## config.mk

```make
export PLATFORM = sky130hd
export DESIGN_NAME = dvi_tmds_encoder
export DESIGN_NICKNAME = d
export VERILOG_FILES = /design/src/rtl/dvi_tmds_encoder.sv
export SDC_FILE = /design/constraint.sdc
export NUM_CORES = 1
export LEC_CHECK = 0
export CORE_MARGIN = 3
export CORE_UTILIZATION = 28
export DETAILED_ROUTE_END_ITERATION = 12
export PLACE_DENSITY = 0.5
export SLEW_MARGIN = 15
export SYNTH_ARGS = -nofsm -noshare
export SYNTH_HDL_FRONTEND = slang
export SYNTH_SLANG_ARGS = --single-unit
```

## constraint.sdc

```tcl
create_clock -name clk -period 2.95 [get_ports clk]
set_clock_uncertainty 0.1 [all_clocks]
set_input_delay 0.59 -clock clk [delete_from_list [all_inputs] [get_ports clk]]
set_output_delay 0.59 -clock clk [all_outputs]
set_load 0.01 [all_outputs]
```

## src/rtl/dvi_tmds_encoder.sv

```systemverilog
// DVI TMDS encoder: 4-bit RGB expanded to 8 bits and encoded into three 10-bit
// TMDS symbol streams with control tokens during blanking; two-clock latency.
module dvi_tmds_encoder #(
  parameter logic INVERT_SYNC = 1'b0
) (
  input  logic       clk,
  input  logic       reset_i,
  input  logic [3:0] red_i,
  input  logic [3:0] green_i,
  input  logic [3:0] blue_i,
  input  logic       hsync_i,
  input  logic       vsync_i,
  input  logic       dv_de_i,
  output logic [9:0] tmds_red_o,
  output logic [9:0] tmds_green_o,
  output logic [9:0] tmds_blue_o,
  output logic       hsync_o,
  output logic       vsync_o,
  output logic       dv_de_o
);

  // Streaming pipeline: no valid/ready handshake, one pixel accepted per clock.
  localparam logic [9:0] TOKEN_00 = 10'b1101010100;
  localparam logic [9:0] TOKEN_01 = 10'b0010101011;
  localparam logic [9:0] TOKEN_10 = 10'b0101010100;
  localparam logic [9:0] TOKEN_11 = 10'b1010101011;

  function automatic logic [3:0] ones8(input logic [7:0] d);
    logic [3:0] n;
    n = 4'd0;
    for (int i = 0; i < 8; i++) n = n + 4'(d[i]);
    return n;
  endfunction

  function automatic logic [8:0] tm_min(input logic [7:0] d);
    logic [3:0] n;
    logic       use_xnor;
    logic [8:0] q;
    n        = ones8(d);
    use_xnor = (n > 4'd4) || ((n == 4'd4) && !d[0]);
    q        = 9'd0;
    q[0]     = d[0];
    for (int i = 1; i < 8; i++)
      q[i] = use_xnor ? ~(q[i-1] ^ d[i]) : (q[i-1] ^ d[i]);
    q[8] = ~use_xnor;
    return q;
  endfunction

  // Returns {next_cnt, symbol}; diff is N1-N0 of q_m[7:0].
  function automatic logic [14:0] tmds_enc(input logic [8:0] qm, input logic [3:0] n1,
                                           input logic signed [4:0] cnt);
    logic signed [4:0] diff;
    logic signed [4:0] cnt_n;
    logic [9:0]        sym;
    diff = $signed({n1, 1'b0}) - 5'sd8;
    if (cnt == 5'sd0 || n1 == 4'd4) begin
      sym   = {~qm[8], qm[8], qm[8] ? qm[7:0] : ~qm[7:0]};
      cnt_n = cnt + (qm[8] ? diff : -diff);
    end else if ((cnt > 5'sd0 && n1 > 4'd4) || (cnt < 5'sd0 && n1 < 4'd4)) begin
      sym   = {1'b1, qm[8], ~qm[7:0]};
      cnt_n = cnt + (qm[8] ? 5'sd2 : 5'sd0) - diff;
    end else begin
      sym   = {1'b0, qm[8], qm[7:0]};
      cnt_n = cnt + diff - (qm[8] ? 5'sd0 : 5'sd2);
    end
    return {cnt_n, sym};
  endfunction

  function automatic logic [9:0] ctrl_token(input logic [1:0] c);
    logic [9:0] t;
    case (c)
      2'b00:   t = TOKEN_00;
      2'b01:   t = TOKEN_01;
      2'b10:   t = TOKEN_10;
      default: t = TOKEN_11;
    endcase
    return t;
  endfunction

  logic [8:0]        qm_r_d, qm_g_d, qm_b_d;
  logic [8:0]        qm_r, qm_g, qm_b;
  logic [3:0]        n1_r, n1_g, n1_b;
  logic              de1, hs1, vs1;
  logic signed [4:0] cnt_r, cnt_g, cnt_b;
  logic [14:0]       enc_r, enc_g, enc_b;

  always_comb begin
    qm_r_d = tm_min({red_i, red_i});
    qm_g_d = tm_min({green_i, green_i});
    qm_b_d = tm_min({blue_i, blue_i});
  end

  always_ff @(posedge clk or posedge reset_i) begin
    if (reset_i) begin
      de1  <= 1'b0;
      hs1  <= 1'b0;
      vs1  <= 1'b0;
      qm_r <= 9'd0;
      qm_g <= 9'd0;
      qm_b <= 9'd0;
      n1_r <= 4'd0;
      n1_g <= 4'd0;
      n1_b <= 4'd0;
    end else begin
      de1  <= dv_de_i;
      hs1  <= hsync_i ^ INVERT_SYNC;
      vs1  <= vsync_i ^ INVERT_SYNC;
      qm_r <= qm_r_d;
      qm_g <= qm_g_d;
      qm_b <= qm_b_d;
      n1_r <= ones8(qm_r_d[7:0]);
      n1_g <= ones8(qm_g_d[7:0]);
      n1_b <= ones8(qm_b_d[7:0]);
    end
  end

  always_comb begin
    enc_r = tmds_enc(qm_r, n1_r, cnt_r);
    enc_g = tmds_enc(qm_g, n1_g, cnt_g);
    enc_b = tmds_enc(qm_b, n1_b, cnt_b);
  end

  // Blanking forces disparity to zero so the first active pixel starts balanced.
  always_ff @(posedge clk or posedge reset_i) begin
    if (reset_i) begin
      tmds_red_o   <= TOKEN_00;
      tmds_green_o <= TOKEN_00;
      tmds_blue_o  <= TOKEN_00;
      hsync_o      <= 1'b0;
      vsync_o      <= 1'b0;
      dv_de_o      <= 1'b0;
      cnt_r        <= 5'sd0;
      cnt_g        <= 5'sd0;
      cnt_b        <= 5'sd0;
    end else begin
      hsync_o <= hs1;
      vsync_o <= vs1;
      dv_de_o <= de1;
      if (de1) begin
        tmds_red_o   <= enc_r[9:0];
        tmds_green_o <= enc_g[9:0];
        tmds_blue_o  <= enc_b[9:0];
        cnt_r        <= enc_r[14:10];
        cnt_g        <= enc_g[14:10];
        cnt_b        <= enc_b[14:10];
      end else begin
        tmds_red_o   <= TOKEN_00;
        tmds_green_o <= TOKEN_00;
        tmds_blue_o  <= ctrl_token({vs1, hs1});
        cnt_r        <= 5'sd0;
        cnt_g        <= 5'sd0;
        cnt_b        <= 5'sd0;
      end
    end
  end

endmodule

```

After elaboration in Yosys (flattened, before gate mapping)
Cells that the tools add are included.
W data, S select, Z words.
{"block": "classes", "eq_ne": 8, "reduce_logical": 25, "addsub": 63, "mux": 52, "bitwise_logic": 51, "order_cmp": 15}
{"cell": "$add A4 B1 Y4", "count": 24}
{"cell": "$mux W10", "count": 9}
{"cell": "$mux W5", "count": 12}
{"cell": "$add A5 B5 Y5", "count": 6}
{"cell": "$pmux W10 S3", "count": 1}
{"cell": "$not A1 Y1", "count": 27}
{"cell": "$add A3 B1 Y4", "count": 6}
{"cell": "$eq A4 B3 Y1 const B", "count": 6}
{"cell": "$gt A4 B3 Y1 const B", "count": 6}
{"cell": "$mux W8", "count": 3}
{"cell": "$not A8 Y8", "count": 3}
{"cell": "$mux W1", "count": 21}
{"cell": "$xor A1 B1 Y1", "count": 21}
{"cell": "$add A2 B1 Y3", "count": 6}
{"cell": "$add A5 B3 Y5", "count": 3}
{"cell": "$gt A5 B1 Y1 const B", "count": 3}
{"cell": "$logic_not A5 Y1", "count": 3}
{"cell": "$lt A5 B1 Y1 const B", "count": 3}
{"cell": "$neg A5 Y5", "count": 3}
{"cell": "$sub A5 B3 Y5", "count": 3}
{"cell": "$sub A5 B5 Y5", "count": 3}
{"cell": "$sub A5 B5 Y5 const B", "count": 3}
{"cell": "$add A1 B1 Y2", "count": 6}
{"cell": "$lt A4 B3 Y1 const B", "count": 3}
{"cell": "other kinds (7)", "count": 30}
{"block": "totals", "output_inout_bits": 33, "in_bits": 17, "wordCells": 232, "register_bits": 90}

Logic depth before layout (Yosys ltp)
{"block": "logic_depth", "depth_word": 30, "depth_mapped": 17, "mapped_depth_nobuf": 17}

Least setup slack after synthesis
OpenSTA, ideal clock, no wires.
{"block": "synth_timing", "kind": "input to register", "startpoint": "input port blue_i[0]", "endpoint": "register n1_b[2]", "stages": 16, "path_buffers": 0, "slack_ps": -1889, "setup_ps": 123, "required_ps": 2727, "arrival_time_ps": 4616, "path_cell_list": "inv_1 > fa_1 > inv_1 > ha_1 > and2b_1 > a2bb2oi_1 > o22a_2 > xor2_1 > fa_1 > xor2_1 > ha_1 > fa_1 > ha_1 > inv_1 > fa_1 > xnor2_1"}
{"block": "synth_via", "elab_chain_cells": 30, "elab_cells_between_ends": 40, "cone_classes": "14 x add/sub; 1 x order compare; 1 x eq/ne; 7 x mux; 14 x bitwise; 3 x reduce/logical"}
{"element": "from (decl)", "line": "10", "source": "input logic [3:0] blue_i,"}
{"element": "branches (longest 13 deep; another with $add A3 B1 Y4)"}
{"element": "$mux W1 *", "line": "44", "source": "q[i] = use_xnor ? ~(q[i-1] ^ d[i]) : (q[i-1] ^ d[i]);"}
{"element": "named net qm_b_d[2]", "line": "80", "source": "logic [8:0] qm_r_d, qm_g_d, qm_b_d;"}
{"element": "branches (longest 15 deep; another with $add A3 B1 Y4)"}
{"element": "$add A4 B1 Y4 *", "line": "31", "source": "for (int i = 0; i < 8; i++) n = n + 4'(d[i]);"}
{"element": "to (signal assigned)", "line": "113", "source": "n1_b <= ones8(qm_b_d[7:0]);"}
{"element": "to (decl)", "line": "82", "source": "logic [3:0] n1_r, n1_g, n1_b;"}
Mark *: on every way through the listed nets, which the timed path passes.

Worst setup path in the final report
{"block": "layout_timing", "startpoint": "input port blue_i[1]", "endpoint": "register n1_b[1]"}
The elaborated chain is that of the path after synthesis.

==> results.md <==
* Static Leak at 3.748 nW
* Syn Area/Cell at roughly 11 sq um
* DRT Pass-1 Iters at 4
* Sequential fraction of the synthesis area at 37.63%
* Row Count at 52
* Post-synthesis register bit count at a little under 90
* Total die area at between 20,000 and 25,000 sq um
* Post-Syn Area at a little under 6000 sq um
* Max Freq at between 200 and 250 MHz
* Yosys warns at 0
* Via count at between 4,000 and 5,000
* Vias in the first global route at about 4,600
* Detailed router's first-iteration violation count at approximately 140
* Final instance area at between 7000 and 8000 sq um
* DIE HEIGHT at 150.4 microns
* Core ar. at roughly 20,000 sq um
* FF-to-FF path depth at 8
* Clk slew on worst S/H paths at about 0.070 ns
* Max VDD drop at 416.7 uV
* Initial Util at between 20% and 30%
* Final Non-Filler Cells at approximately 960
* Antenna violations before repair at 2
* Final-stage net count at 788
* Critical Path RT at approximately 3.1 ns
* CP startpoint kind: input pin
* Hold Buf Count CTS at 0
* Status: complete, but fails checks
* Critical Path End Type: register
* Layout cells sized above 1 at 27.30%
* Final Hold Viols at 0
* CP arrival at 4.64 ns
* GPL Wtd Cong at a little under 0.8
* Synth Flop Type: dfrtp_1
* Syn Inst Count at between 500 and 600
* Max clock buf depth at 2
* Final worst-path cycle share at 152.1%
* First-pass GRT wire length at 21.64 mm
* Total CTS buffers at 9
* Filler cell count in the final layout at between 1,500 and 2,000
* Worst-Margin Slew at approximately 0.67 ns
* Minimum clock period at around 4.5 ns
* Dpl hpwl at roughly 9.5 mm
* CP Class: in2reg
* # diodes at 0
* Worst-path fanout max at 3
* Failing checks: negative setup slack
* # H-tree levels at 3
* Gr usage total at 12.04%
* Post-DP Area at ~7000 sq um
* Cell variety after synth at 44
* Wire per inst at approximately 13 microns
* Die Span X at 150.4 microns
* Synth-to-Final Area Change at 34.24%
* Final wirelength at roughly 12 mm
* Pin count of the biggest net entering global routing at 37
* Worst Hold Class: reg2reg
* Setup tns final at -14.54 ns
* Final setup vio count at 12
* CTS tree: yes
* Hold Path Depth at 0
* Total placed cells including tap cells at roughly 900
* Max Slew Vio Count at 0
* Input/output buffers at 49
* Drt drc at 0
* Unrepaired setup endpoints after global routing: true
* Power Density at 1299 nW/um^2
* I/O pin total at 50
* Ys async rst share at 100.0%
* Syn nets at ~650
* Later-pin clock latency in the skew report at 0.35 ns
* Final ANT Viol Nets at 0
* DR vias/cell at 4.239
* Clk root buf: clkbuf_16
* EDFF count, synth at 0
* Slew HR at between 50 and 60%
* Setup WS post-layout at -1.537 ns
* Global route overflow at 0
* Design Power at slightly above 10 mW
* CTS Sinks at 87
* Max Cap Viol at 0
* Setup slack at placement at -2.458 ns
==> per-stage QoR <==
step	util, %	hold slack [ns]
finish	38.47	0.3831
global route	38.47	0.3720
CTS	37.86	0.3685
detailed placement	35.35	0.3721
global placement	35.35	0.3738
floorplan	-	0.3009
==> path summary, 6_finish.rpt <==
path                                         from                         to  slack (ns)
worst max-delay path                    blue_i[1]          n1_b[1]$_DFF_PP0_       -1.54
worst min-delay path                vs1$_DFF_PP0_          vsync_o$_DFF_PP0_        0.38
worst max register to register  qm_b[8]$_DFF_PP0_         cnt_b[3]$_DFF_PP0_        0.48
worst min register to register      vs1$_DFF_PP0_          vsync_o$_DFF_PP0_        0.38
max in group asynchronous                 reset_i  tmds_green_o[8]$_DFF_PP1_        1.76
min in group asynchronous                 reset_i          qm_g[1]$_DFF_PP0_        0.39
==> where the power goes <==
part / total (mW) / switching [mW] / internal [mW]
registers: 2.02 / 0.305 / 1.72
logic: 6.95 / 3.39 / 3.56
clock network: 1.20 / 0.526 / 0.677
total: 10.2 / 4.22 / 5.96
==> cells in the mapped netlist, drive strengths merged (5+ instances only) <==
cell type  number  area (sq um)
a211oi          5         37.54
a21o           15         112.6
a21oi          22         110.1
a31oi           6         50.04
buf             7         47.54
dfrtp          72          1802
dfstp          15         394.1
fa             28         560.5
ha             63         788.3
inv            89         334.1
mux2            6         67.56
mux2i           9         90.09
nand2          17         63.81
nor2           33         123.9
nor3            7         35.03
o21ai          18         93.84
xnor2          62         543.0
xor2           27         244.0
==> sequential cells by signal, summed over array words and instances (netlist names), 4 cells and up <==
register      count
tmds_blue_o      10
tmds_green_o     10
tmds_red_o       10
qm_b              9
qm_g              9
qm_r              9
cnt_b             4
cnt_g             4
cnt_r             4
n1_b              4
n1_g              4
n1_r              4
==> critical path, stage by stage <==
cell and delay [ns]:
buf_6 0.07, inv_2 0.03, fa_1 0.54, inv_2 0.05, ha_4 0.26, and2b_2 0.23
a2bb2oi_2 0.13, o22a_2 0.28, xnor2_2 0.17, inv_1 0.08, fa_1 0.53, xor2_1 0.16
ha_1 0.26, fa_1 0.54, ha_4 0.14, inv_2 0.03, fa_2 0.51, inv_2 0.03
==> cell usage in the layout, fill, tap and decap left out, types with 6 or more instances in the layout <==
| cell | netlist | layout |
|---|---|---|
| xnor2_1 | 62 | 57 |
| clkdlybuf4s50_1 | 0 | 40 |
| a21o_1 | 15 | 15 |
| dfstp_2 | 15 | 15 |
| mux2_2 | 6 | 6 |
| inv_1 | 89 | 70 |
| ha_4 | 0 | 7 |
| nand2_1 | 17 | 17 |
| nor3_1 | 7 | 7 |
| mux2i_1 | 9 | 9 |
| ha_1 | 63 | 56 |
| clkbuf_16 | 0 | 9 |
| a21oi_1 | 22 | 20 |
| fa_1 | 28 | 23 |
| o21ai_0 | 17 | 15 |
| xor2_1 | 26 | 25 |
| dfrtp_1 | 72 | 72 |
| inv_2 | 0 | 13 |
| nor2_1 | 33 | 33 |
| buf_4 | 0 | 84 |
==> cell families after synthesis <==
kind of cell    after synthesis  synth area share [%]
simple gates                 79                 6.239
fa+ha+maj                    91                 23.11
mux                          15                 2.702
buf+inv                     100                 6.904
compound gates               81                 9.155
flops                        87                 37.63
xor+xnor                     91                 14.26
==> repair_timing <==
action	CTS	global route
pin swaps	29	24
gates cloned	0	0
gates resized for setup	65	11
setup buffers	20	11
hold endpoints to repair	0	0
setup endpoints to repair	18	12
==> metal layers <==
metal	wire [microns]	vias to the layer above	global-route usage (%)	share of wire (%)
met3	403	19	2.468	3.2
met2	6150	43	20.07	49
met5	27	-	0	0.22
li1	-	2009	-	-
met1	5707	1973	15.36	46
met4	199	4	4.620	1.6
==> final cells by class <==
type	count	area [sq um]	area share [%]
well taps	270	337.8	4.312
clock buffers	9	225.2	2.875
clock inverters	7	90.09	1.150
multi-input cells	357	3438	43.89
inverters	90	371.6	4.744
repair buffers	135	1175	15.00
flip-flops and latches	87	2196	28.03
Power figures use the tool's default switching activity.
